<file path="config.mk">
export PLATFORM = sky130hd
export DESIGN_NAME = div_issue_ctrl
export DESIGN_NICKNAME = d
export VERILOG_FILES = /design/src/rtl/div_issue_ctrl.sv
export SDC_FILE = /design/constraint.sdc
export NUM_CORES = 1
export LEC_CHECK = 0
export BUFFER_PORTS_ARGS = -buffer_cell sky130_fd_sc_hd__buf_2
export CAP_MARGIN = 20
export CORE_MARGIN = 2
export CORE_UTILIZATION = 60
export CTS_CLUSTER_SIZE = 10
export DETAILED_ROUTE_END_ITERATION = 10
export PLACE_DENSITY = 0.87
export SYNTH_ARGS = -nofsm -noshare
export SYNTH_HDL_FRONTEND = slang
export SYNTH_SLANG_ARGS = --single-unit
export TNS_END_PERCENT = 10
</file>
<file path="constraint.sdc">
create_clock -name clk -period 8.85 [get_ports clk]
set_input_delay 1.77 -clock clk [delete_from_list [all_inputs] [get_ports clk]]
set_output_delay 1.77 -clock clk [all_outputs]
set_load 0.1 [all_outputs]
</file>
<file path="src/rtl/div_issue_ctrl.sv">
// Sequencer in front of the iterative 64-bit divider: preps magnitudes, resolves RV64M special
// cases locally and applies sign/W correction. Optional feature macro: DIV_RESULT_REUSE_EN.
module div_issue_ctrl #(
  parameter int unsigned XLEN = 64,
  parameter int unsigned OP_W = 3
) (
  input  logic            clk,
  input  logic            rst,
  input  logic            in_valid,
  input  logic [OP_W-1:0] in_op,
  input  logic [XLEN-1:0] in_rs1,
  input  logic [XLEN-1:0] in_rs2,
  input  logic            flush,
  output logic            ex_stall,
  output logic            res_valid,
  output logic [XLEN-1:0] res_data,
  output logic            div_start,
  output logic            div_kill,
  output logic [XLEN-1:0] div_dividend,
  output logic [XLEN-1:0] div_divisor,
  input  logic            div_done,
  input  logic [XLEN-1:0] div_quot,
  input  logic [XLEN-1:0] div_rem
);

  typedef enum logic [1:0] {StIdle, StCheck, StWait, StDone} state_e;

  state_e          state_q;
  logic [OP_W-1:0] op_q;
  logic [XLEN-1:0] rs1_q, rs2_q, quot_q, rem_q, hold_q;
  logic            fix_en_q;

  logic            is_sg, is_rem, is_w;
  logic [XLEN-1:0] a_p, b_p;
  logic            a_neg, b_neg, div0, ovf, special, reuse_hit, neg;
  logic [XLEN-1:0] sel, fixed, final_res, ru_quot, ru_rem;

  assign is_sg  = ~op_q[0];
  assign is_rem = op_q[1];
  assign is_w   = op_q[2];

  always_comb begin
    a_p = rs1_q;
    b_p = rs2_q;
    if (is_w) begin
      a_p = {{(XLEN-32){is_sg & rs1_q[31]}}, rs1_q[31:0]};
      b_p = {{(XLEN-32){is_sg & rs2_q[31]}}, rs2_q[31:0]};
    end
  end

  assign a_neg        = is_sg & a_p[XLEN-1];
  assign b_neg        = is_sg & b_p[XLEN-1];
  assign div_dividend = a_neg ? -a_p : a_p;
  assign div_divisor  = b_neg ? -b_p : b_p;

  assign div0    = (b_p == '0);
  assign ovf     = is_sg & (&b_p) &
                   (is_w ? (a_p[31:0] == 32'h8000_0000) : (a_p == {1'b1, {(XLEN-1){1'b0}}}));
  assign special = div0 | ovf;

  // Special-case results are already final, so sign correction is disabled for them.
  assign sel       = is_rem ? rem_q : quot_q;
  assign neg       = fix_en_q & is_sg & (is_rem ? a_neg : (a_neg ^ b_neg));
  assign fixed     = neg ? -sel : sel;
  assign final_res = is_w ? {{(XLEN-32){fixed[31]}}, fixed[31:0]} : fixed;

`ifdef DIV_RESULT_REUSE_EN
  logic            ru_vld_q, ru_sg_q, ru_w_q;
  logic [XLEN-1:0] ru_a_q, ru_b_q, ru_quot_q, ru_rem_q;

  assign reuse_hit = ru_vld_q & (ru_sg_q == is_sg) & (ru_w_q == is_w) &
                     (ru_a_q == a_p) & (ru_b_q == b_p);
  assign ru_quot   = ru_quot_q;
  assign ru_rem    = ru_rem_q;

  always_ff @(posedge clk) begin
    if (rst) begin
      ru_vld_q  <= 1'b0;
      ru_sg_q   <= 1'b0;
      ru_w_q    <= 1'b0;
      ru_a_q    <= '0;
      ru_b_q    <= '0;
      ru_quot_q <= '0;
      ru_rem_q  <= '0;
    end else if (state_q == StCheck && !flush && special) begin
      ru_vld_q <= 1'b0;
    end else if (state_q == StWait && flush) begin
      ru_vld_q <= 1'b0;
    end else if (state_q == StWait && div_done) begin
      ru_vld_q  <= 1'b1;
      ru_sg_q   <= is_sg;
      ru_w_q    <= is_w;
      ru_a_q    <= a_p;
      ru_b_q    <= b_p;
      ru_quot_q <= div_quot;
      ru_rem_q  <= div_rem;
    end
  end
`else
  assign reuse_hit = 1'b0;
  assign ru_quot   = '0;
  assign ru_rem    = '0;
`endif

  always_ff @(posedge clk) begin
    if (rst) begin
      state_q  <= StIdle;
      op_q     <= '0;
      rs1_q    <= '0;
      rs2_q    <= '0;
      quot_q   <= '0;
      rem_q    <= '0;
      hold_q   <= '0;
      fix_en_q <= 1'b0;
    end else begin
      case (state_q)
        StIdle: begin
          if (in_valid && !flush) begin
            op_q    <= in_op;
            rs1_q   <= in_rs1;
            rs2_q   <= in_rs2;
            state_q <= StCheck;
          end
        end
        StCheck: begin
          if (flush) begin
            state_q <= StIdle;
          end else if (special) begin
            quot_q   <= div0 ? '1 : a_p;
            rem_q    <= div0 ? a_p : '0;
            fix_en_q <= 1'b0;
            state_q  <= StDone;
          end else if (reuse_hit) begin
            quot_q   <= ru_quot;
            rem_q    <= ru_rem;
            fix_en_q <= 1'b1;
            state_q  <= StDone;
          end else begin
            state_q <= StWait;
          end
        end
        StWait: begin
          if (flush) begin
            state_q <= StIdle;
          end else if (div_done) begin
            quot_q   <= div_quot;
            rem_q    <= div_rem;
            fix_en_q <= 1'b1;
            state_q  <= StDone;
          end
        end
        StDone: begin
          state_q <= StIdle;
          if (!flush) hold_q <= final_res;
        end
        default: state_q <= StIdle;
      endcase
    end
  end

  assign div_start = ~rst & ~flush & (state_q == StCheck) & ~special & ~reuse_hit;
  assign div_kill  = ~rst & flush & (state_q == StWait);
  assign res_valid = ~rst & ~flush & (state_q == StDone);
  assign res_data  = res_valid ? final_res : hold_q;
  assign ex_stall  = ((state_q == StIdle) & in_valid) | (state_q == StCheck) |
                     (state_q == StWait);

endmodule
</file>
* Word-level counts from Yosys, hierarchy flattened
Cells that the tools add are included.
Operators by class: add/subtract/negate cells 3, eq/ne operators 11, mux-type cells 33, bitwise gates (word level) 23, reductions and logical operators 10
Operator list (number):
- $mux W64 | 18
- $pmux W64 S2 | 2
- $neg A64 Y64 | 3
- $eq A64 B64 Y1 const B | 1
- $logic_not A64 Y1 | 1
- $reduce_and A64 Y1 | 1
- $eq A32 B32 Y1 const B | 1
- $and A1 B1 Y1 | 15
- $ne A2 B2 Y1 const B | 5
- $mux W2 | 4
- $pmux W2 S4 | 1
- $mux W1 | 7
- $reduce_and A2 Y1 | 3
- $reduce_and A5 Y1 | 1
- $eq A2 B2 Y1 const B | 2
- $not A1 Y1 | 4
- $ne A3 B3 Y1 const B | 1
- $or A1 B1 Y1 | 3
- $eq A2 B1 Y1 const B | 1
- $logic_not A2 Y1 | 1
- $pmux W1 S2 | 1
- $reduce_bool A2 Y1 | 1
- $logic_and A1 B1 Y1 | 1
- $logic_not A1 Y1 | 1
- $xor A1 B1 Y1 | 1
Word-level totals: register bits 326, bits of input ports 264, output and inout port bits 196, logic and storage cells 88

* Depth between registers and ports, before layout
depth in word-level cells 10, depth in mapped cells 18, gate-level depth less buffers 9

* Least setup slack after synthesis
Ideal clock, no wire load.
path kind reg-to-output, start point reg op_q[1], end point out res_data[42], arrival 6095 ps, required time 7080 ps, setup slack 985 ps, cell stages (with the launch flop) 18, path buffers 9, cells stage by stage dfxtp_1 > buf_2 > buf_4 > buf_6 > buf_6 > buf_4 > buf_2 > buf_1 > buf_2 > buf_2 > mux2i_1 > ha_1 > o21ai_0 > nor4_1 > nand4_1 > o31ai_1 > nor2_1 > a211oi_1
Between the ends: word-level cells in the longest chain between the ends 5, elaborated cells between the ends (all ways) 7, those cells by class add/sub: 1; mux: 5; bitwise: 1
Ends and longest elaborated chain:
- from (decl) | RTL line 29 | logic [OP_W-1:0] op_q;
- from (signal assigned) | RTL line 119 | op_q <= in_op;
- $mux W64 / $mux W1 (equally long branches) | RTL line 62, 63
- $neg A64 Y64 / $and A1 B1 Y1 (equally long branches) | RTL line 64, 63
- $mux W64 (*) | RTL line 64 | assign fixed = neg ? -sel : sel;
- $mux W64 (*) | RTL line 65 | assign final_res = is_w ? {{(XLEN-32){fixed[31]}}, fixed[31:0]} : fixed;
- $mux W64 (*) | RTL line 164 | assign res_data = res_valid ? final_res : hold_q;
- to (decl) | RTL line 16 | output logic [XLEN-1:0] res_data,
Mark *: on every way between the ends. The rest lies on a longest branch, timed or not.

* Worst setup path in the final report
start point reg op_q[1], end point out res_data[48]
Same word-level chain as after synthesis.

==> run_results.csv <==
group,metric,value,unit
synthesis,ys_ff_latch,326,
timing,tightest_slew,1.17,ns
synthesis,yosysSeqAreaShare,31.2,%
pwr,power.density,171,nW/um^2
detailed_routing,finalWirelength,78900,um
pwr,pwr-share-seq,38.0,%
timing,relSlewSlack,21.5,%
layout,final_cell_count_no_fill,3525,
worst_setup_path,cp.arrival,5.42,ns
detailed_routing,routedWlPerCell,22.4,um
flow_run,drv_cap,0,
timing,fin_worst_skew,0.0245,ns
clock_tree,cts_buffers,39,
clock_tree,cts.sinks,326,
clock_tree,clock_latency,0.55,ns
timing,max_freq,139,MHz
clock_tree,cts_tree,"done",
grt,grt_pass1_vias,21707,
timing,finalMaxSlewViolations,0,
pwr,p_int,2.58,mW
synthesis,yosysUniqueCellTypes,85,
timing,rsz0062_at_grt,"false",
timing,setup_tns,0,ns
detailed_routing,antenna_left,0,
synthesis,netlist.area_leader.share,31.2,%
worst_setup_path,cp_max_fo,92,
synthesis,async_flop_share,0,%
pwr,total_power,4.11,mW
layout,layout-drive-gt1-share,21.8,%
detailed_routing,route.detailed.drc,0,
layout,multiInputGateArea,13300,um^2
synthesis,synthCells,2783,
pwr,power_leakage,9.88,nW
detailed_routing,drtPass1Iterations,7,
floorplan,dieArea,36400,um^2
worst_setup_path,endpoint_kind,"output pin",
pwr,ir_drop,0.153,mV
synthesis,yosysWarnings,0,
timing,period_minus_slack,7.19,ns
clock_tree,ctsRootBufferMaster,"clkbuf_16",
layout,final_nets,3317,
worst_hold_path,holdPathStages,2,
pwr,pwr-share-comb,27.2,%
clock_tree,cts-hold-fix-buffers,0,
floorplan,die_x,191,um
layout,utilization,69.9,%
placement,dp.cells,3463,
clock_tree,clk_path_buf_depth,3,
floorplan,rows,68,
pwr,pwr-share-clk,34.8,%
grt,grt_pass1_wl,121000,um
pwr,switching_share,37.3,%
timing,hold_viol_final,0,
grt,track_usage,41.7,%
grt,antenna_found_initial,17,
worst_setup_path,required,7.08,ns
synthesis,netlist_top_cells_area,"dfxtp_1 31%, nand2_1 8.8%, a21oi_1 5.4%",
clock_tree,cts_setup_buffers,0,
timing,worst_hold_slack,0.442,ns
placement,io_buffers,459,
floorplan,io_pins,460,
run_status,outcome,"finished clean",
placement,gp_congestion,1.01,
clock_tree,h-tree-depth,2,
synthesis,synth_edf_count,0,
floorplan,die_y,191,um
layout,regArea,6530,um^2
grt,grt_overflow,0,
synthesis,syn_area,20900,um^2
placement,place_hpwl,57500,um
detailed_routing,first_iter_violations,2692,
clock_tree,cts-resized-gates,0,
worst_setup_path,crit_path_start_kind,"flop",
pwr,power_switching,1.53,mW
worst_hold_path,hold_path.class,"flop to flop",
grt,grt_max_degree,102,
detailed_routing,viasPerCell,6.67,
floorplan,start_util,60.8,%
synthesis,yosys.area.top_type,"dfxtp_1",
timing,setup_viol,0,
worst_setup_path,reg2reg_depth,10,
synthesis,syn_nets,3051,
synthesis,ys.flop_type,"dfxtp_1",
synthesis,synth_commonest_cells,"491 x nand2_1, 326 x dfxtp_1, 228 x a21oi_1",
layout,num-fill-cells,2971,
synthesis,syn_area_per_cell,7.53,um^2
layout,syn_to_final_growth,15.0,%
detailed_routing,via_count,23499,
worst_setup_path,critPathKind,"flop to output pin",
floorplan,fp.coreArea,34500,um^2
clock_tree,path_clk_slew,0.06,ns
synthesis,synth.most_common_cell,"nand2_1",
timing,finalCritPeriodShare,81.2,%
## registers in the layout, indices dropped and copies added (netlist names)
name and flops:
hold_q 64, quot_q 64, rem_q 64, rs1_q 64
rs2_q 64, op_q 3, state_q 2, fix_en_q 1
## critical path, cell delays in order, from the launching register on
cell and delay, ns:
dfxtp_4 0.81, buf_4 0.89, nor3_1 0.28, mux2i_4 0.27, buf_4 0.29, a31oi_1 0.41
mux2i_1 0.53, nand2_1 0.60, o211ai_1 0.28, buf_2 0.47
## layout make-up
| cell class | count | area share (%) |
|---|---|---|
| clock inverter | 4 | 0.156 |
| multi-input combinational | 2175 | 55.2 |
| tap | 455 | 2.36 |
| clock buffer | 45 | 4.31 |
| sequential | 326 | 27.1 |
| inverter | 21 | 0.337 |
| antenna | 13 | 0.135 |
| timing repair buffer | 486 | 10.4 |
## power groups by stage
stage               Combinational [mW]  Sequential (mW)  Clock, mW
floorplan                        0.863             1.56          0
global placement                  1.09             1.59          0
detailed placement                1.09             1.59          0
CTS                               1.10             1.56       1.43
global route                      1.17             1.57       1.49
finish                            1.12             1.56       1.43
## cells by family after synthesis
logic type | count (synthesis) | synth area share, %
adder cells (fa/ha/maj) | 4 | 0.239
AO/OA/AOI/OAI | 782 | 25.5
multiplexers | 85 | 4.15
flip-flops | 326 | 31.2
XOR/XNOR | 152 | 6.35
AND/OR/NAND/NOR | 1152 | 26.8
buffers and inverters | 282 | 5.77
## stage by stage
step / setup slack, ns / cell area, um^2
finish: 1.66 / 24100
global route: 1.36 / 24100
CTS: 1.78 / 24100
detailed placement: 2.34 / 23000
global placement: 2.59 / 23000
floorplan: 0.985 / 20900
## placed cells by master, fill, tap and decap left out, drive strengths merged, types with 11 or more instances in the layout
| cell | instances |
|---|---|
| nand3 | 32 |
| o31ai | 45 |
| o221ai | 64 |
| nor4 | 54 |
| o21ai | 155 |
| a22oi | 37 |
| o41ai | 12 |
| mux2 | 15 |
| a311oi | 34 |
| nor3 | 122 |
| diode | 13 |
| nand2 | 513 |
| or4 | 30 |
| nor2 | 164 |
| or3 | 21 |
| and2 | 20 |
| xnor2 | 86 |
| and3 | 14 |
| nand4 | 102 |
| a21oi | 228 |
| mux2i | 70 |
| dfxtp | 326 |
| a31oi | 24 |
| buf | 486 |
| o22ai | 11 |
| nor3b | 17 |
| inv | 22 |
| a21o | 68 |
| a211oi | 38 |
| clkbuf | 45 |
| o211ai | 15 |
| xor2 | 66 |
## layer usage
layer | share of wire (%) | global-route usage, % | vias to the layer above | wire length (um)
met2 | 44 | 64.5 | 1556 | 35000
li1 | - | - | 10679 | -
met4 | 6.2 | 23.9 | 10 | 4900
met5 | 0.067 | 0 | - | 53
met1 | 38 | 53.7 | 10955 | 30000
met3 | 11 | 9.09 | 299 | 8910
## final timing paths
path / slack [ns] / start / to
worst max-delay path: 1.66 / op_q[1]$_SDFFE_PP0P_ / res_data[48]
worst min-delay path: 0.44 / hold_q[35]$_SDFFE_PP0P_ / hold_q[35]$_SDFFE_PP0P_
worst max register to register: 4.23 / op_q[2]$_SDFFE_PP0P_ / rem_q[16]$_SDFFE_PP0P_
worst min register to register: 0.44 / hold_q[35]$_SDFFE_PP0P_ / hold_q[35]$_SDFFE_PP0P_
No activity file was read; power rests on OpenSTA's default activity.
